### config.mk
export PLATFORM = sky130hd
export DESIGN_NAME = seq_normalizer_flat
export DESIGN_NICKNAME = d
export VERILOG_FILES = /design/src/rtl/seq_normalizer_if.sv /design/src/rtl/seq_normalizer.sv /design/src/flat_wrapper.sv
export SDC_FILE = /design/constraint.sdc
export NUM_CORES = 1
export LEC_CHECK = 0
export ABC_AREA = 1
export BUFFER_PORTS_ARGS = -buffer_cell sky130_fd_sc_hd__buf_2
export CAP_MARGIN = 25
export CORE_MARGIN = 2
export CORE_UTILIZATION = 29
export DETAILED_ROUTE_END_ITERATION = 10
export PLACE_DENSITY = 0.59
export SLEW_MARGIN = 10
export SYNTH_ARGS = -nofsm -noshare
export SYNTH_HDL_FRONTEND = slang
export SYNTH_SLANG_ARGS = --single-unit
### constraint.sdc
create_clock -name clk -period 1.3 [get_ports clk]
set_clock_uncertainty 0.05 [all_clocks]
set_input_delay 0.13 -clock clk [delete_from_list [all_inputs] [get_ports clk]]
set_output_delay 0.13 -clock clk [all_outputs]
set_load 0.01 [all_outputs]
### src/rtl/seq_normalizer_if.sv
// Request/result handshake bundle for seq_normalizer: one operand in, one normalized result out.
interface seq_normalizer_if #(
    parameter int WIDTH = 8,
    parameter int SW    = $clog2(WIDTH)
);
    logic             in_valid;
    logic             in_ready;
    logic [WIDTH-1:0] in_data;
    logic             dir;
    logic             out_valid;
    logic             out_ready;
    logic [WIDTH-1:0] out_data;
    logic [SW-1:0]    out_shift;
    logic             out_zero;

    modport master (
        output in_valid, in_data, dir, out_ready,
        input  in_ready, out_valid, out_data, out_shift, out_zero
    );

    modport slave (
        input  in_valid, in_data, dir, out_ready,
        output in_ready, out_valid, out_data, out_shift, out_zero
    );
endinterface

### src/rtl/seq_normalizer.sv
// Iterative normalizer: shifts an operand one bit per cycle until its MSB (dir=0)
// or LSB (dir=1) is set, reporting the shift count; a zero operand completes at once.
module seq_normalizer #(
    parameter int WIDTH = 8,
    parameter int SW    = $clog2(WIDTH)
) (
    input  logic             clk,
    input  logic             rst_n,
    seq_normalizer_if.slave  bus
);
    typedef enum logic [1:0] {IDLE, SHIFT, DONE} state_t;

    state_t           state_q, state_d;
    logic [WIDTH-1:0] data_q, data_d;
    logic             dir_q, dir_d;
    logic [SW-1:0]    cnt_q, cnt_d;
    logic             zero_q, zero_d;
    // Holds in_ready low until the first clock edge after reset release.
    logic             arm_q;
    logic             target_bit;

    assign target_bit = dir_q ? data_q[0] : data_q[WIDTH-1];

    always_ff @(posedge clk or negedge rst_n) begin
        if (!rst_n) begin
            state_q <= IDLE;
            data_q  <= '0;
            dir_q   <= 1'b0;
            cnt_q   <= '0;
            zero_q  <= 1'b0;
            arm_q   <= 1'b0;
        end else begin
            state_q <= state_d;
            data_q  <= data_d;
            dir_q   <= dir_d;
            cnt_q   <= cnt_d;
            zero_q  <= zero_d;
            arm_q   <= 1'b1;
        end
    end

    always_comb begin
        state_d = state_q;
        data_d  = data_q;
        dir_d   = dir_q;
        cnt_d   = cnt_q;
        zero_d  = zero_q;
        case (state_q)
            IDLE: begin
                if (bus.in_valid && arm_q) begin
                    data_d  = bus.in_data;
                    dir_d   = bus.dir;
                    cnt_d   = '0;
                    zero_d  = (bus.in_data == '0);
                    state_d = (bus.in_data == '0) ? DONE : SHIFT;
                end
            end
            SHIFT: begin
                if (target_bit) begin
                    state_d = DONE;
                end else begin
                    data_d = dir_q ? (data_q >> 1) : (data_q << 1);
                    cnt_d  = cnt_q + SW'(1);
                end
            end
            DONE: begin
                if (bus.out_ready) state_d = IDLE;
            end
            default: state_d = IDLE;
        endcase
    end

    assign bus.in_ready  = (state_q == IDLE) && arm_q;
    assign bus.out_valid = (state_q == DONE);
    assign bus.out_data  = data_q;
    assign bus.out_shift = cnt_q;
    assign bus.out_zero  = zero_q;
endmodule

### src/flat_wrapper.sv
// flat-port wrapper written by rule: the top's interface ports become plain ports
module seq_normalizer_flat 
#(
    parameter int WIDTH = 8,
    parameter int SW    = $clog2(WIDTH)
)
  (clk, rst_n, bus_in_valid, bus_in_data, bus_dir, bus_out_ready, bus_in_ready, bus_out_valid, bus_out_data, bus_out_shift, bus_out_zero);
  seq_normalizer_if #(.WIDTH(WIDTH), .SW(SW)) bus_i ();
  input  logic clk;
  input  logic rst_n;
  input wire logic [$bits(bus_i.in_valid)-1:0] bus_in_valid;
  input wire logic [$bits(bus_i.in_data)-1:0] bus_in_data;
  input wire logic [$bits(bus_i.dir)-1:0] bus_dir;
  input wire logic [$bits(bus_i.out_ready)-1:0] bus_out_ready;
  output wire logic [$bits(bus_i.in_ready)-1:0] bus_in_ready;
  output wire logic [$bits(bus_i.out_valid)-1:0] bus_out_valid;
  output wire logic [$bits(bus_i.out_data)-1:0] bus_out_data;
  output wire logic [$bits(bus_i.out_shift)-1:0] bus_out_shift;
  output wire logic [$bits(bus_i.out_zero)-1:0] bus_out_zero;
  assign bus_i.in_valid = bus_in_valid;
  assign bus_i.in_data = bus_in_data;
  assign bus_i.dir = bus_dir;
  assign bus_i.out_ready = bus_out_ready;
  assign bus_in_ready = bus_i.in_ready;
  assign bus_out_valid = bus_i.out_valid;
  assign bus_out_data = bus_i.out_data;
  assign bus_out_shift = bus_i.out_shift;
  assign bus_out_zero = bus_i.out_zero;
  seq_normalizer #(.WIDTH(WIDTH), .SW(SW)) u_core (.clk(clk), .rst_n(rst_n), .bus(bus_i));
endmodule
==> results.txt, run 1 <==
The run finished, with violations left. The checks that failed: setup timing. The static leakage power is 0.758 nW. The number of endpoints failing setup at the final stage came out at 8. The netlist area before placement came out at 956 um2. The share of the clock period used by the worst path after layout is 1.02. Dividing total power by cell area gives a power density of 2290 nW/um2. The number of buffer cells added on primary ports is 26.

0 antenna diodes ended up in the layout. The number of rows created at floorplan is 20. The minimum period implied by the final worst setup slack came out at 1.33 ns.

The post-place setup slack is -0.00459 ns. The gate count of the mapped netlist is 121. The number of global-route vias before repair is 895. The overall die area came out at 3770 um2. The half-perimeter wire length after placement came out at 1750 um. The CTS buffer count came out at 3. The starting density of the core is 0.308. At the end of routability-driven placement, the weighted congestion stood at 0.817. The insertion delay to the later sink of the worst-skew pair came out at 0.30 ns. The buffer depth of the longest clock path is 2. The distinct cell type count of the synthesized netlist is 22. The share of synthesized cell area in and, or, nand and nor gates is 0.418. The data arrival at the endpoint of the critical path is 1.15 ns. The global router's overall resource usage is 0.136.

For this run, design rule violations remaining after detail routing come to 0. The analysis attributes to net switching a power of 1.40 mW. For the final routed database, the setup TNS stands at -0.0897 ns. The share of the synthesized area in compound gates (AO/OA/AOI/OAI) came out at 0.0615. The cell-internal power came out at 1.75 mW. The share of synthesized cell area in full adder, half adder and majority cells is 0.0131. By area, the combinational part of the netlist is dominated by simple AND/OR/NAND/NOR gates. The sum of routed wire length over all layers is 2460 um. Setup repair after global routing could not meet its margin everywhere. The number of iterations in the first detailed-routing pass came out at 4. The number of hold violations in the final report is 0. The net switching fraction of the power came out at 0.444.

The path class of the lowest-slack min-delay path is in -> reg. The routed layout has 959 vias. During I/O placement, the number of pins put on the boundary was 27.

The parity-gate share of the synthesized area counting xor and xnor cells is 0.00916. The first-iteration detailed-routing DRC count is 95. At the end of the flow the core is filled with cells to 0.444. The cell sitting at the root of the clock tree is a clkbuf_4. The synthesized flop and latch total came out at 16. The total number of clock tree sinks is 16. The height of the die came out at 61.4 um. The critical path is of the reg -> out type. In the post-route analysis, the smallest setup slack over all paths is -0.0313 ns.

The total number of nets in the final design is 180. The achievable frequency came out at 751 MHz. Along the worst path, the maximum fanout reaches 3.

The multiplexer area fraction after synthesis is 0. The horizontal die dimension is 61.4 um. Of the cells placed in the final design, the portion with a size suffix greater than 1 is 0.461. In this run the remaining antenna-violating nets after routing total 0. The CTS tree is done.

The total of warnings raised by yosys is 0. The worst setup path is captured at an output port. Compared with the post-synthesis result, the final layout area differs by 44.0%. The required time reported for the critical path endpoint is 1.12 ns. The number of nets handed over by synthesis was 135. For this run, the register share of the synthesized area comes to 0.419. The initial antenna violation count came out at 0.

After clock tree synthesis, the clock-pin slew on the worst setup and hold paths is 0.10 ns. The overflow left after global routing came out at 0. The reported max-cap violation count came out at 0. Fill cells in the final layout number 321.

The total count of max-transition violations in the final report came out at 0. The first-pass GRT wire length is 3740 um. The core area is 3100 um2.

The maximum VDD drop is 0.641 mV. In this run the number of H-tree levels came out at 1. The combinational group share of total power is 0.607. The post-detailed-route via-to-cell ratio is 4.59. The share of power burned in the clock network came out at 0.108.

STA classifies the critical path startpoint as a flip-flop. The sequential group share of total power came out at 0.285. The largest net degree at the start of global routing came out at 17. The per-cell routed wire length is 11.8 um.

The post-synthesis average cell area came out at 7.90 um2.
[layout make-up]
| cell class | count | area, um2 | area share |
|---|---|---|---|
| well taps | 44 | 55.1 | 0.0400 |
| repair buffers | 43 | 298 | 0.216 |
| multi-input cells | 91 | 538 | 0.391 |
| inverters | 11 | 46.3 | 0.0336 |
| flip-flops and latches | 16 | 403 | 0.293 |
| clock buffers | 4 | 36.3 | 0.0264 |
[cell usage after synthesis]
master | number | share of area
buf_2 | 1 | 0.0052
nand3_1 | 11 | 0.058
inv_2 | 3 | 0.012
conb_1 | 1 | 0.0039
nand2_4 | 1 | 0.012
buf_8 | 1 | 0.016
o21ai_0 | 5 | 0.026
ha_1 | 1 | 0.013
nand2_2 | 1 | 0.0065
o21ai_2 | 1 | 0.0092
xor2_1 | 1 | 0.0092
inv_1 | 8 | 0.031
o211ai_1 | 2 | 0.016
dfrtp_1 | 16 | 0.42
nor2_8 | 1 | 0.021
nand3_4 | 1 | 0.018
nand2_1 | 46 | 0.18
o21ai_1 | 2 | 0.010
buf_6 | 1 | 0.012
nand3_2 | 8 | 0.084
nor2_1 | 8 | 0.031
nor2_2 | 1 | 0.0065
[power groups by stage]
stage,Sequential [mW],Combinational [mW],Clock [mW]
after floorplan,0.951,0.903,0
after global placement,0.899,1.40,0
after detailed placement,0.911,1.41,0
after CTS,0.886,1.69,0.345
after global routing,0.928,2.11,0.367
final,0.899,1.91,0.341
[per-stage QoR]
stage | hold WS (ns) | std cells | power (mW) | cell area [um2]
floorplan | -0.216 | 121 | 1.85 | 956
global placement | 0.0181 | 194 | 2.29 | 1150
detailed placement | 0.0171 | 194 | 2.32 | 1150
CTS | 0.00923 | 208 | 2.92 | 1290
global route | 0.0118 | 209 | 3.41 | 1380
finish | 0.0164 | 209 | 3.15 | 1380
[layer usage]
| metal | global-route usage | share of wire | vias up |
|---|---|---|---|
| met5 | 0 | 0 | - |
| met4 | 0.0638 | 0.019 | 0 |
| met3 | 0.0252 | 0.050 | 5 |
| met2 | 0.223 | 0.48 | 28 |
| met1 | 0.174 | 0.45 | 449 |
| li1 | - | - | 477 |
[kinds of logic after synthesis]
| group | count (synthesis) |
|---|---|
| flops | 16 |
| xor+xnor | 1 |
| other cells | 1 |
| simple gates | 78 |
| fa+ha+maj | 1 |
| buf+inv | 14 |
| compound gates | 10 |
[state kept, by name (all words and copies together) (netlist names)]
| register | cells |
|---|---|
| u_core.bus.out_data | 8 |
| u_core.state_q | 2 |
| u_core.bus.out_shift | 3 |
| u_core.bus.out_zero | 1 |
| u_core.arm_q | 1 |
| u_core.dir_q | 1 |
[what timing repair did]
action                                  4_1_cts  5_1_grt
gates resized for setup                       4       21
pin swaps                                     0       11
hold endpoints to repair                     17        0
endpoints found under the setup margin        4       14
hold buffers                                  2        0
setup buffers                                 8        1
[cell usage in the layout, fill, tap and decap left out, types with 3 or more instances in the layout]
cell	count
nor2_1	7
dfrtp_1	14
buf_2	26
nand3_1	4
nand2_1	45
inv_1	5
buf_4	8
buf_6	6
inv_2	4
o21ai_0	5
clkbuf_4	3
nand3_2	15
[worst max-delay path: stages (launching register included)]
cell     delay [ns]
dfrtp_2        0.45
nor2_4         0.16
inv_2          0.05
nor2_1         0.07
buf_2          0.13
[worst paths after layout]
path,startpoint,endpoint,slack (ns),depth (start not counted)
max,u_core.state_q[1],bus_in_ready,-0.03,4
min,bus_in_data[5],u_core.bus.out_data[5],0.02,3
max reg2reg,u_core.state_q[1],u_core.bus.out_shift[0],-0.02,6
min reg2reg,u_core.bus.out_zero,u_core.bus.out_zero,0.45,2
max in group asynchronous,rst_n,u_core.state_q[0],0.69,2
min in group asynchronous,rst_n,u_core.bus.out_data[5],0.22,2
(Power assumes the default switching activity.)
==> inputs of run 2 (changes only) <==
--- a/config.mk
+++ b/config.mk
@@ -8,10 +8,13 @@
 export ABC_AREA = 1
 export BUFFER_PORTS_ARGS = -buffer_cell sky130_fd_sc_hd__buf_2
 export CAP_MARGIN = 25
+export CELL_PAD_IN_SITES_DETAIL_PLACEMENT = 1
+export CELL_PAD_IN_SITES_GLOBAL_PLACEMENT = 2
 export CORE_MARGIN = 2
-export CORE_UTILIZATION = 29
+export CORE_UTILIZATION = 28
 export DETAILED_ROUTE_END_ITERATION = 10
-export PLACE_DENSITY = 0.59
+export PLACE_DENSITY = 0.86
+export SETUP_SLACK_MARGIN = 0.1
 export SLEW_MARGIN = 10
 export SYNTH_ARGS = -nofsm -noshare
 export SYNTH_HDL_FRONTEND = slang
==> results.txt, run 2 (synthesis gave the netlist of run 1 again) <==
Relative to the synthesized area, the layout overhead comes to 47.1%. The tree is rooted in a clkbuf_4. The cell depth of the worst hold path is 3. The CTS buffer count came out at 3. The share of final-layout standard cells stronger than drive strength 1 is 0.449. The number of global-route vias before repair is 1029.

The register with the most flip-flops in the layout has 8 of them. The per-cell routed wire length came out at 13.0 um. The path class of the tightest hold or removal check is in -> reg. The share of total power dissipated in sequential elements is 0.269. STA classifies the critical path endpoint as an output port. The number of rows created at floorplan is 21.

The post-placement cell area came out at 1160 um2. The minimum period implied by the final worst setup slack came out at 1.36 ns. The height of the die came out at 62.4 um. The largest net degree at the start of global routing came out at 17. The top cell types in the final layout, fill and taps aside, are nand2_1 (46), buf_2 (26), dfrtp_1 (14). After the last flow step, the layout net total stands at 182. The tool flagged a number of max-cap violations equal to 0. The share of total power dissipated in the clock network is 0.101.

The checks that failed: setup timing. The first-pass GRT wire length came out at 4920 um. Hold is met by 0.0107 ns. The power density normalized to cell area came out at 2370 nW/um2. The number of antenna diodes in the final layout is 0.

The data arrival at the endpoint of the critical path came out at 1.18 ns. The floorplan step set the die width to 62.4 um. The post-route setup TNS is -0.0778 ns. After filler insertion, the fill cell instance count of the layout stands at 436.

The vias after detailed routing is 957. Along the worst path, the maximum fanout reaches 2. The cell area after layout came out at 1410 um2.

The number of hold violations in the final report was 0. The overflow left after global routing came out at 0. The starting density of the core is 0.289. The sequential cell area came out at 403 um2. The static leakage power came out at 0.745 nW.

For this run, the top clock speed supported by timing is 736 MHz. In this run, the number of DRC markers left after iteration 0 of detailed routing was 18. The initial antenna violation count is 0. The share of total power dissipated in combinational logic is 0.630. The number of buffer cells added on primary ports is 26.

TritonCTS built the clock tree. The final worst setup slack is -0.0578 ns. Clock latency on the worst-skew pair, taken at its later pin, is 0.29 ns.

Summed over all layers, the routed wires come to 2780 um. The top-level I/O count is 27. The cell-internal power came out at 1.83 mW. The global router's overall resource usage came out at 0.160. The half-perimeter wire length after placement is 2020 um. The area of the multi-input gates is 554 um2.

Setup repair after global routing could not meet its margin everywhere. The final weighted congestion in routability-driven placement is 0.764. The depth of the most critical reg-to-reg path came out at 7. After detailed routing, the number of vias per cell comes to 4.49. The maximum VDD drop came out at 0.741 mV. The total count of max-transition violations in the final report came out at 0. The buffer depth of the longest clock path is 2. The category of the most critical setup path is reg -> out. The total number of clock tree sinks is 16. The flow ran to the end, but the final reports show violations. The required time reported for the critical path endpoint came out at 1.12 ns. Of the total power, the share spent switching nets is 0.451. The overall die area is 3900 um2. Of the available clock period, the critical path in the final layout requires 1.04. The number of endpoints failing setup at the final stage is 4. Leaving out fill and tap cells, the most frequent cell in the layout is nand2_1.

The number of levels in the clock H-tree came out at 1. The core area came out at 3310 um2. The launching element type of the critical path is a flip-flop. The count of nets left with antenna violations after detail routing came out at 0. In the routed design, unresolved DRC markers number 0. After clock tree synthesis, the clock-pin slew on the worst setup and hold paths is 0.10 ns. The switching power of the nets came out at 1.50 mW. The pre-antenna-repair detailed-routing pass consisted of 4 iterations.
[run 2: final timing paths]
check	slack (ns)	end	startpoint
min in group asynchronous	0.22	u_core.bus.out_shift[1]	rst_n
min reg2reg	0.44	u_core.bus.out_zero	u_core.bus.out_zero
max in group asynchronous	0.69	u_core.state_q[0]	rst_n
max reg2reg	-0.01	u_core.bus.out_data[0]	u_core.state_q[0]
min	0.01	u_core.dir_q	bus_dir
max	-0.06	bus_in_ready	u_core.state_q[1]
[run 2: routing by layer]
layer | global-route usage | vias to the layer above | routed length [um]
met2 | 0.276 | 16 | 1460
met5 | 0 | - | 0
met3 | 0.0234 | 4 | 88
li1 | - | 478 | -
met1 | 0.206 | 459 | 1200
met4 | 0.0500 | 0 | 28
[run 2: repair_timing]
action,CTS,global route
hold buffers,1,0
setup endpoints to repair,16,16
gates cloned,1,1
gates resized for setup,21,7
hold endpoints to repair,16,0
buffers inserted,8,1
pin swaps,4,2
[run 2: cell type report]
| class | instances | area share |
|---|---|---|
| Clock buffer | 4 | 0.0258 |
| Inverter | 11 | 0.0400 |
| Multi-Input combinational cell | 93 | 0.394 |
| Sequential cell | 16 | 0.286 |
| Tap cell | 46 | 0.0409 |
| Timing Repair Buffer | 43 | 0.213 |
[run 2: per-stage QoR]
| stage | utilization | cells | worst slack, ns | power, mW |
|---|---|---|---|---|
| 2_1_floorplan | - | 121 | 0.131 | 1.85 |
| 3_3_place_gp | 0.352 | 197 | 0.0376 | 2.35 |
| 3_5_place_dp | 0.352 | 197 | -0.0219 | 2.41 |
| 4_1_cts | 0.413 | 211 | -0.120 | 3.25 |
| 5_1_grt | 0.425 | 213 | -0.119 | 3.65 |
| 6_report | 0.425 | 213 | -0.0578 | 3.33 |
[run 2: critical path: stages, from the launching register on]
cell and delay [ns]:
dfrtp_2 0.45, nor2_4 0.10, buf_6 0.11, inv_4 0.03, nor2_2 0.06, buf_2 0.13
[run 2: power groups by stage]
stage                     Sequential, mW  Clock [mW]  Combinational (mW)
after CTS                          0.902       0.348                2.00
after floorplan                    0.951           0               0.903
final                              0.897       0.338                2.10
after detailed placement           0.918           0                1.49
after global routing               0.931       0.369                2.35
after global placement             0.902           0                1.45
==> inputs of run 3 (changes only) <==
--- a/config.mk
+++ b/config.mk
@@ -8,12 +8,11 @@
 export ABC_AREA = 1
 export BUFFER_PORTS_ARGS = -buffer_cell sky130_fd_sc_hd__buf_2
 export CAP_MARGIN = 25
-export CELL_PAD_IN_SITES_DETAIL_PLACEMENT = 1
-export CELL_PAD_IN_SITES_GLOBAL_PLACEMENT = 2
 export CORE_MARGIN = 2
-export CORE_UTILIZATION = 28
+export CORE_UTILIZATION = 29
 export DETAILED_ROUTE_END_ITERATION = 10
-export PLACE_DENSITY = 0.86
+export PLACE_DENSITY = 0.59
+export RECOVER_POWER = 100
 export SETUP_SLACK_MARGIN = 0.1
 export SLEW_MARGIN = 10
 export SYNTH_ARGS = -nofsm -noshare
==> results.txt, run 3 (synthesis gave the netlist of run 1 again) <==
The run finished, with violations left. The checks that failed: setup timing. The CTS buffer count is 3.

The share of the clock period used by the worst path after layout is 1.03. The total count of max-transition violations in the final report came out at 0. Tracing the worst setup path back leads to its startpoint at u_core.state_q[0]. For hold timing, the worst endpoint is u_core.bus.out_data[5]. Routability-driven placement finished with a final weighted congestion of 0.817. The horizontal die dimension came out at 61.4 um. The number of hold violations in the final report is 0. The number of flip-flops in the largest register came out at 8. The path class of the lowest-slack min-delay path is in -> reg. For the worst setup path, the data arrival time is 1.15 ns.

The sequential cell area came out at 402 um2. The initial antenna violation count is 0. The power density normalized to cell area came out at 2320 nW/um2. The first detailed-routing pass took 4 iterations. Along the worst path, the maximum fanout reaches 3. Setup repair after global routing could not meet its margin everywhere. STA classifies the critical path startpoint as a flip-flop. The post-route setup TNS is -0.0583 ns. The post-place setup slack came out at -0.00459 ns. The buffer depth of the longest clock path is 2. The number of levels in the clock H-tree is 1. The overall die area came out at 3770 um2. VDD sags by at most 0.717 mV. TritonCTS built the clock tree. Of the cells placed in the final design, the portion with a size suffix greater than 1 is 0.386.

The total overflow left after global routing is 0. The layout has 326 filler cells. The achievable frequency came out at 750 MHz. The top cell types in the final layout, fill and taps aside, are nand2_1 (45), nand3_2 (15), dfrtp_1 (15). The CTS clock-pin slew for the worst setup and hold paths came out at 0.10 ns.

Setup violations remaining at the end of the flow were counted as 3. The depth of the most critical reg-to-reg path came out at 6. The number of global-route vias before repair is 955. Dividing the detail-routed wire length by the instance count gives 12.4 um.

In this run the static leakage power is 0.719 nW. The area of the multi-input gates is 561 um2. The growth of design area from synthesis to finish is 44.8%. The worst hold path begins at bus_in_data[5]. The leading cell type in the layout, fill and taps excluded is nand2_1. Total power for the finished layout comes to 3.21 mW.

The required time reported for the critical path endpoint is 1.12 ns. The register-to-register setup slack is 0 ns. The total number of clock tree sinks is 16.

The worst setup path is captured at an output port. The insertion delay to the later sink of the worst-skew pair came out at 0.30 ns. The cell depth of the worst hold path is 3. The worst register-to-register path begins at u_core.state_q[0].

The first routing iteration left 67 violations. The starting density of the core is 0.308. The fraction of the core area covered by cells at the end of the flow is 0.446. At the pin with the least slew margin, the transition time is 0.882 ns. The final worst setup slack is -0.0340 ns.

The minimum period implied by the final worst setup slack came out at 1.33 ns. Across the run, the number of max-cap violations was 0. Row generation in the floorplan step produced 20 rows. The worst pin sits at a relative slew slack of 0.412. The top-level I/O count is 27. The largest net degree at the start of global routing came out at 17. In this run the clock root is driven by a clkbuf_4. In this run the vertical extent of the chip is 61.4 um.

The post-detailed-route via-to-cell ratio is 4.55. The number of antenna diodes in the final layout is 0. The sum of routed wire length over all layers came out at 2600 um. The capture instance of the worst register-to-register path is u_core.bus.out_shift[2]. The vias after detailed routing came out at 956.

The first-pass GRT wire length came out at 4060 um. The post-placement cell area came out at 1150 um2. The count of nets left with antenna violations after detail routing came out at 0. The core area came out at 3100 um2. The half-perimeter wire length after placement came out at 1750 um.

For this run, the post-layout net count is 181. Buffers placed on the I/O ports in this run total 26. The global router's overall resource usage is 0.147.

The total DRC errors in the routed layout is 0. The finished cells cover 1380 um2. The worst setup path is of the reg -> out kind.
==> run 3: changes by cell type in the layout (fill, tap and decap cells not counted), moves of 2 or more <==
cell	previous run	this run
nand3_1	8	4
clkbuf_1	0	13
nand3_2	11	15
inv_2	1	3
buf_6	7	4
buf_2	26	14
==> run 3: area by class of cell <==
class,count,share of cell area
clock buffers,4,0.0262
multi-input cells,92,0.405
inverters,11,0.0335
repair buffers,43,0.205
flip-flops and latches,16,0.290
well taps,44,0.0398
==> run 3: worst max-delay path by stage <==
stage / endpoint / slack, ns / cells after the start
2_1_floorplan: u_core.bus.out_data[5] / 0.13 / 5
3_3_place_gp: u_core.bus.out_shift[2] / 0.05 / 5
3_5_place_dp: u_core.bus.out_shift[2] / -0.005 / 5
4_1_cts: bus_out_valid / -0.009 / 3
5_1_grt: bus_in_ready / -0.07 / 4
6_report: bus_out_valid / -0.03 / 3
==> run 3: power by group <==
part	internal [mW]	switching, mW	leakage, nW
registers	0.691	0.214	0.203
logic	0.889	1.07	0.495
clock network	0.171	0.171	0.0210
total	1.75	1.46	0.719
==> run 3: repair_timing <==
item / in CTS / in global routing
hold buffers: 2 / 0
pin swaps: 7 / 4
cloned: 0 / 1
endpoints found under the setup margin: 16 / 17
endpoints found under the hold margin: 17 / 0
resized for setup: 20 / 6
buffers inserted: 9 / 0
==> run 3: through the flow <==
stage	std cells	hold WS (ns)
2_1_floorplan	121	-0.216
3_3_place_gp	194	0.0181
3_5_place_dp	194	0.0171
4_1_cts	209	0.0142
5_1_grt	210	0.0121
6_report	210	0.0163
==> run 3: layer usage <==
metal	track usage	routed length (um)	part of all wire
met1	0.186	1190	0.46
met2	0.248	1260	0.49
met3	0.0252	106	0.041
met4	0.0638	38	0.015
met5	0	0	0
==> run 3: critical path: stages, from the launching register on <==
cell	delay, ns
dfrtp_1	0.45
buf_4	0.17
nor2_2	0.10
buf_2	0.14
